===== src/rtl/matrix_pkg.sv =====
// Shared geometry, colour-bit positions and control states for the LED matrix
// frame buffer and its row scanner.
package matrix_pkg;

  localparam int MAT_ROWS = 16;
  localparam int MAT_COLS = 8;

  localparam int R = 0;
  localparam int G = 1;
  localparam int B = 2;

  typedef enum logic [1:0] {
    ACCEPT,
    WAIT_SWAP,
    CLEAR
  } state_e;

endpackage


===== src/rtl/matrix_row_scanner.sv =====
// Row scanner: walks the 16 matrix rows, holding each for ROW_CYCLES clocks,
// and drives registered row-select and blanked colour-column outputs.
module matrix_row_scanner
  import matrix_pkg::*;
#(
  parameter int ROW_CYCLES   = 3000,
  parameter int BLANK_CYCLES = 16
) (
  input  logic                CLK,
  input  logic                RSTn,
  input  logic [MAT_COLS-1:0] row_r_i,
  input  logic [MAT_COLS-1:0] row_g_i,
  input  logic [MAT_COLS-1:0] row_b_i,
  output logic [3:0]          scan_row_o,
  output logic                frame_boundary_o,
  output logic [15:0]         row_sel_n_o,
  output logic [MAT_COLS-1:0] col_r_o,
  output logic [MAT_COLS-1:0] col_g_o,
  output logic [MAT_COLS-1:0] col_b_o
);

  localparam int CW = (ROW_CYCLES > 1) ? $clog2(ROW_CYCLES) : 1;
  localparam logic [CW-1:0] LAST  = CW'(ROW_CYCLES - 1);
  localparam logic [CW-1:0] BLANK = CW'(BLANK_CYCLES);

  logic [CW-1:0]       cnt_q, cnt_d;
  logic [3:0]          row_q, row_d;
  logic                row_end;
  logic [15:0]         row_sel_n_q;
  logic [MAT_COLS-1:0] col_r_q, col_g_q, col_b_q;

  assign row_end = (cnt_q == LAST);

  always_comb begin
    cnt_d = row_end ? '0 : cnt_q + 1'b1;
    row_d = row_end ? row_q + 1'b1 : row_q;
  end

  // Column drive lags the counters by one clock; the first BLANK_CYCLES of
  // every row stay dark so the previous row's image cannot ghost.
  always_ff @(posedge CLK) begin
    if (!RSTn) begin
      cnt_q       <= '0;
      row_q       <= '0;
      row_sel_n_q <= 16'hFFFF;
      col_r_q     <= '0;
      col_g_q     <= '0;
      col_b_q     <= '0;
    end else begin
      cnt_q       <= cnt_d;
      row_q       <= row_d;
      row_sel_n_q <= ~(16'b1 << row_q);
      if (cnt_q >= BLANK) begin
        col_r_q <= row_r_i;
        col_g_q <= row_g_i;
        col_b_q <= row_b_i;
      end else begin
        col_r_q <= '0;
        col_g_q <= '0;
        col_b_q <= '0;
      end
    end
  end

  assign frame_boundary_o = row_end && (row_q == 4'(MAT_ROWS - 1));
  assign scan_row_o       = row_q;
  assign row_sel_n_o      = row_sel_n_q;
  assign col_r_o          = col_r_q;
  assign col_g_o          = col_g_q;
  assign col_b_o          = col_b_q;

endmodule


===== src/rtl/matrix_scan_fb.sv =====
// Double-buffered 16x8 RGB frame buffer: captures the game pixel stream into
// the back bank and swaps banks only between scan frames so images never tear.
module matrix_scan_fb
  import matrix_pkg::*;
#(
  parameter int ROW_CYCLES   = 3000,
  parameter int BLANK_CYCLES = 16
) (
  input  logic                CLK,
  input  logic                RSTn,
  input  logic                pix_valid,
  output logic                pix_ready,
  input  logic                pix_eof,
  input  logic [2:0]          pix_x,
  input  logic [3:0]          pix_y,
  input  logic [2:0]          pix_color,
  output logic [15:0]         row_sel_n,
  output logic [MAT_COLS-1:0] col_r,
  output logic [MAT_COLS-1:0] col_g,
  output logic [MAT_COLS-1:0] col_b,
  output logic [3:0]          scan_row,
  output logic                swap_pulse
);

  state_e              state_q;
  logic                front_q;
  logic                pending_q;
  logic                ready_q;
  logic                swap_q;
  logic [3:0]          clr_idx_q;
  logic [MAT_COLS-1:0] bank_q [2][MAT_ROWS][3];

  logic                xfer;
  logic                back_sel;
  logic                frame_boundary;
  logic [MAT_COLS-1:0] front_r, front_g, front_b;

  assign xfer     = pix_valid && ready_q;
  assign back_sel = ~front_q;

  always_ff @(posedge CLK) begin
    if (!RSTn) begin
      state_q   <= ACCEPT;
      front_q   <= 1'b0;
      pending_q <= 1'b0;
      ready_q   <= 1'b0;
      swap_q    <= 1'b0;
      clr_idx_q <= '0;
    end else begin
      swap_q <= 1'b0;
      case (state_q)
        ACCEPT: begin
          if (xfer && pix_eof) begin
            pending_q <= 1'b1;
            ready_q   <= 1'b0;
            state_q   <= WAIT_SWAP;
          end else begin
            ready_q <= 1'b1;
          end
        end
        WAIT_SWAP: begin
          if (frame_boundary && pending_q) begin
            front_q   <= ~front_q;
            swap_q    <= 1'b1;
            pending_q <= 1'b0;
            clr_idx_q <= '0;
            state_q   <= CLEAR;
          end
        end
        CLEAR: begin
          clr_idx_q <= clr_idx_q + 1'b1;
          if (clr_idx_q == 4'(MAT_ROWS - 1)) begin
            ready_q <= 1'b1;
            state_q <= ACCEPT;
          end
        end
        default: state_q <= ACCEPT;
      endcase
    end
  end

  // After a swap the back bank holds the previously displayed frame, so it is
  // wiped row by row before the producer may draw into it again.
  always_ff @(posedge CLK) begin
    if (!RSTn) begin
      for (int b = 0; b < 2; b++) begin
        for (int r = 0; r < MAT_ROWS; r++) begin
          for (int p = 0; p < 3; p++) begin
            bank_q[b][r][p] <= '0;
          end
        end
      end
    end else if (state_q == CLEAR) begin
      bank_q[back_sel][clr_idx_q][R] <= '0;
      bank_q[back_sel][clr_idx_q][G] <= '0;
      bank_q[back_sel][clr_idx_q][B] <= '0;
    end else if (xfer) begin
      bank_q[back_sel][pix_y][R][pix_x] <= pix_color[R];
      bank_q[back_sel][pix_y][G][pix_x] <= pix_color[G];
      bank_q[back_sel][pix_y][B][pix_x] <= pix_color[B];
    end
  end

  assign front_r = bank_q[front_q][scan_row][R];
  assign front_g = bank_q[front_q][scan_row][G];
  assign front_b = bank_q[front_q][scan_row][B];

  matrix_row_scanner #(
    .ROW_CYCLES  (ROW_CYCLES),
    .BLANK_CYCLES(BLANK_CYCLES)
  ) u_scanner (
    .CLK             (CLK),
    .RSTn            (RSTn),
    .row_r_i         (front_r),
    .row_g_i         (front_g),
    .row_b_i         (front_b),
    .scan_row_o      (scan_row),
    .frame_boundary_o(frame_boundary),
    .row_sel_n_o     (row_sel_n),
    .col_r_o         (col_r),
    .col_g_o         (col_g),
    .col_b_o         (col_b)
  );

  assign pix_ready  = ready_q;
  assign swap_pulse = swap_q;

endmodule


===== config.mk =====
export PLATFORM = sky130hd
export DESIGN_NAME = matrix_scan_fb
export DESIGN_NICKNAME = d
export VERILOG_FILES = /design/src/rtl/matrix_pkg.sv /design/src/rtl/matrix_row_scanner.sv /design/src/rtl/matrix_scan_fb.sv
export SDC_FILE = /design/constraint.sdc
export NUM_CORES = 2
export LEC_CHECK = 0
export CORE_MARGIN = 1.5
export CORE_UTILIZATION = 34
export CTS_BUF_LIST = sky130_fd_sc_hd__clkbuf_4
export DETAILED_ROUTE_END_ITERATION = 10
export HOLD_SLACK_MARGIN = 0.06
export PLACE_DENSITY = 0.47
export SLEW_MARGIN = 15
export SYNTH_ARGS = -nofsm -noshare
export SYNTH_HDL_FRONTEND = slang
export SYNTH_HIERARCHICAL = 1
export SYNTH_SLANG_ARGS = --single-unit

===== constraint.sdc =====
create_clock -name CLK -period 2.7 [get_ports CLK]
set_input_delay 0.54 -clock CLK [delete_from_list [all_inputs] [get_ports CLK]]
set_output_delay 0.54 -clock CLK [all_outputs]
set_load 0.01 [all_outputs]

==> results.py <==
metrics = {
    "run_status": {
        "outcome": "finished, violations left",
        "violations": "negative setup slack",
    },
    "drt": {
        "ant_nets": 0,
        "firstDrtPassIters": 6,
        "wl_met1_um": 60800,
        "drcViolationCount": 0,
        "highest_layer": "met5",
        "wl_per_cell_um": 26.5,
        "viasPerCell": 5.59,
        "vias": 31600,
        "drt_wl_total_um": 150000,
        "wl_met2_um": 71100,
        "drtIter0Drc": 3136,
        "wl_met3_um": 12700,
    },
    "grt": {
        "grtUsageTotal": 0.238,
        "grt-ovfl-total": 0,
        "antenna_found_initial": 4,
        "grt_pass1_vias": 32300,
        "grt_max_degree": 150,
        "grt_pass1_wl_um": 217000,
    },
    "yosys": {
        "synth_nets": 3322,
        "synth_edf_count": 768,
        "synth_warnings": 6,
        "yosysTopAreaCellShare": 0.556,
        "avgSynthCellArea_um2": 12.6,
        "syn_area_um2": 41500,
        "synthDistinctLibCells": 71,
        "ys_seq_elements": 835,
        "synth.largest_area_cell": "edfxtp_1",
        "synthArstFlopShare": 0,
        "yosysSeqAreaShare": 0.588,
        "synth_ff_type": "edfxtp_1",
        "synthTopCellsByArea": "edfxtp_1 56%, mux4_2 13%, nor3b_1 5.0%, nor2_1 3.9%, dfxtp_1 3.2%",
        "postSynthCellCount": 3296,
        "synth.most_common_cell": "edfxtp_1",
        "synthTopCellsByCount": "768 x edfxtp_1, 427 x nor2_1, 357 x nand2_1, 276 x nor3b_1, 248 x o21ai_0",
    },
    "timing": {
        "setup_viol": 788,
        "period_share": 1.07,
        "finalSetupTns_ns": -66.65,
        "slew_violations": 0,
        "maxSlewHeadroom": 0.362,
        "max_freq_mhz": 345,
        "rsz0062_at_grt": "yes",
        "tightest_slew_ns": 0.957,
        "skew_ns": 0.0807,
        "min_period_ns": 2.90,
        "finalWorstSetupSlack_ns": -0.200,
        "report.final.hold_viol_count": 0,
    },
    "power": {
        "p_leak_nw": 18.9,
        "combPwrFrac": 0.084,
        "p_clk_frac": 0.404,
        "switching_power_mw": 6.98,
        "intPower_mw": 21.6,
        "p_total_mw": 28.6,
        "swShare": 0.244,
        "p_seq_frac": 0.511,
        "ir_worst_vdd_mv": 0.328,
        "powerDensity_nw_per_um2": 529,
    },
    "cts": {
        "clock-sinks": 835,
        "cts_htree_levels": 4,
        "numCtsBuffers": 222,
        "insertion_delay_ns": 1.19,
        "ctsLongestPathBuffers": 3,
        "path_clk_slew_ns": 0.06,
        "clockRootBuffer": "clkbuf_4",
        "cts_tree": "done",
    },
    "setup_path": {
        "endpoint_kind": "flip-flop",
        "cp.arrival_ns": 3.80,
        "slowest_stage": "dfxtp_2",
        "critPathLaunchType": "flip-flop",
        "worstPathRequired_ns": 3.60,
        "max_stage_delay_ns": 0.36,
        "path_max_fanout": 6,
        "path_cells": "inv_2 > ha_4 > nor2b_4 > buf_6 > nor3b_4 > nor3_2 > and4b_1 > o2111ai_2 > buf_4 > a211oi_4 > buf_6 > buf_12 > buf_16 > buf_12 > buf_12 > nor3b_2",
        "critical_path_class": "flip-flop to flip-flop",
        "crit_top_cell": "buf_12",
    },
    "placed_design": {
        "dp_cells": 5156,
        "io_buffers": 59,
        "gp_congestion": 0.858,
        "dp_hpwl_um": 93500,
    },
    "floorplanning": {
        "start_util": 0.344,
        "rows": 127,
        "fp.coreArea_um2": 120000,
        "die-width_um": 352,
        "num_io_pins": 60,
        "fp.dieArea_um2": 124000,
        "die_height_um": 352,
    },
    "layout": {
        "stdcell_count": 5651,
        "n_fill_cell": 11000,
        "drive_gt1_frac": 0.387,
        "final_net_count": 3890,
        "regArea_um2": 24400,
        "area_growth_syn_to_layout_pct": 30.2,
        "multi_input_area_um2": 17300,
    },
    "min_path": {
        "holdCritPathClass": "flip-flop to flip-flop",
    },
    "run": {
        "maxCapViolations": 0,
    },
}
[per-stage QoR]
step                utilization  hold slack, ns  instance area [um^2]  setup WS [ns]
floorplan                     -           0.430                 41800        -0.0492
CTS                       0.442           0.332                 53200         -0.183
detailed placement        0.398           0.460                 47900          -1.20
global route              0.448           0.415                 54000         -0.289
finish                    0.448           0.468                 54000         -0.200
global placement          0.398           0.441                 47900          -1.20
[kinds of logic (layout without fill, tap and decap cells)]
group / Yosys count / in the layout / share of synthesized area
adder cells (fa/ha/maj): 12 / 12 / 0.00362
flip-flops: 835 / 835 / 0.588
multiplexers: 272 / 272 / 0.139
AO/OA/AOI/OAI: 482 / 482 / 0.0650
buffers and inverters: 357 / 1096 / 0.0378
XOR/XNOR: 8 / 8 / 0.00169
AND/OR/NAND/NOR: 1330 / 1330 / 0.165
other: 0 / 4 / 0
[worst max-delay path: cells and delay by family (launching register included)]
| family | cells | cell delay (ns) |
|---|---|---|
| buffers and inverters | 8 | 1.04 |
| DFF | 1 | 0.36 |
| and+or+nand+nor | 5 | 0.74 |
| AOI/OAI and AO/OA | 2 | 0.34 |
| adders and majority gates | 1 | 0.17 |
[cell type report]
class / instances / share of cell area
sequential: 835 / 0.452
multi-input combinational: 2104 / 0.321
timing repair buffer: 681 / 0.134
clock buffer: 316 / 0.0439
tap: 1612 / 0.0373
clock inverter: 79 / 0.00954
inverter: 20 / 0.00144
antenna: 4 / 0.000185
[timing repair]
| item | CTS | global route |
|---|---|---|
| hold buffers | 5 | 0 |
| gates resized for setup | 356 | 197 |
| gates cloned | 30 | 9 |
| pin swaps | 32 | 52 |
| setup buffers | 51 | 30 |
| setup endpoints to repair | 852 | 844 |
| endpoints found under the hold margin | 107 | 0 |
[layer usage]
| metal | up-vias | track usage |
|---|---|---|
| li1 | 13700 | - |
| met1 | 16100 | 0.319 |
| met2 | 1577 | 0.384 |
| met3 | 271 | 0.0426 |
| met4 | 2 | 0.0905 |
| met5 | - | 0 |
[power by group through the flow]
stage	combinational, mW	clock [mW]	sequential [mW]
2_1_floorplan	0.969	0	14.8
3_3_place_gp	1.76	0	14.9
3_5_place_dp	1.78	0	14.9
4_1_cts	2.35	11.8	14.6
5_1_grt	2.51	12.4	14.6
6_report	2.41	11.5	14.6
[flip-flops by register name (all words and copies together) (netlist names), named ones only]
register,flops
u_scanner/row_sel_n_o,16
clr_idx_q,4
u_scanner/col_r_o,8
u_scanner/col_g_o,8
bank_q,768
u_scanner/cnt_q,12
front_q,1
u_scanner/col_b_o,8
swap_pulse,1
state_q,2
pending_q,1
u_scanner/scan_row_o,4
pix_ready,1
[path summary, 6_finish.rpt]
kind / startpoint / end / slack, ns / depth (start not counted)
setup reg to reg: clr_idx_q[1]$_SDFFE_PN0P_ / bank_q[1][3]$_DFFE_PP_ / -0.20 / 16
hold reg to reg: u_scanner/cnt_q[0]$_SDFF_PP0_ / u_scanner/cnt_q[0]$_SDFF_PP0_ / 0.47 / 1
hold / removal: u_scanner/cnt_q[0]$_SDFF_PP0_ / u_scanner/cnt_q[0]$_SDFF_PP0_ / 0.47 / 1
setup / recovery: clr_idx_q[1]$_SDFFE_PN0P_ / bank_q[1][3]$_DFFE_PP_ / -0.20 / 16
[placed cells by master (no fill, tap or decap), types with 8 or more instances in the layout]
cell / Yosys / final
edfxtp_1: 768 / 768
buf_4: 7 / 465
nor2_1: 427 / 420
nand2_1: 357 / 351
clkbuf_4: 0 / 316
mux4_2: 240 / 240
nor3b_2: 0 / 187
a21oi_1: 149 / 148
o21ai_0: 248 / 110
and3_1: 109 / 108
o21ai_1: 1 / 106
buf_12: 0 / 103
nor3b_1: 276 / 74
clkinv_1: 0 / 57
dfxtp_1: 67 / 56
clkdlybuf4s50_1: 0 / 50
and2_1: 45 / 45
o21ai_2: 0 / 31
mux2_2: 25 / 25
nand3_1: 22 / 21
buf_16: 0 / 20
nor2b_1: 21 / 18
inv_1: 19 / 17
o31ai_4: 0 / 17
nor3b_4: 0 / 15
buf_6: 18 / 13
nand4_1: 12 / 12
o31ai_1: 27 / 12
buf_8: 0 / 11
nand2b_1: 10 / 9
ha_1: 12 / 9
o211ai_1: 8 / 8
dfxtp_4: 0 / 8
clkbuf_16: 0 / 8
No activity file was read; power rests on OpenSTA's default activity.
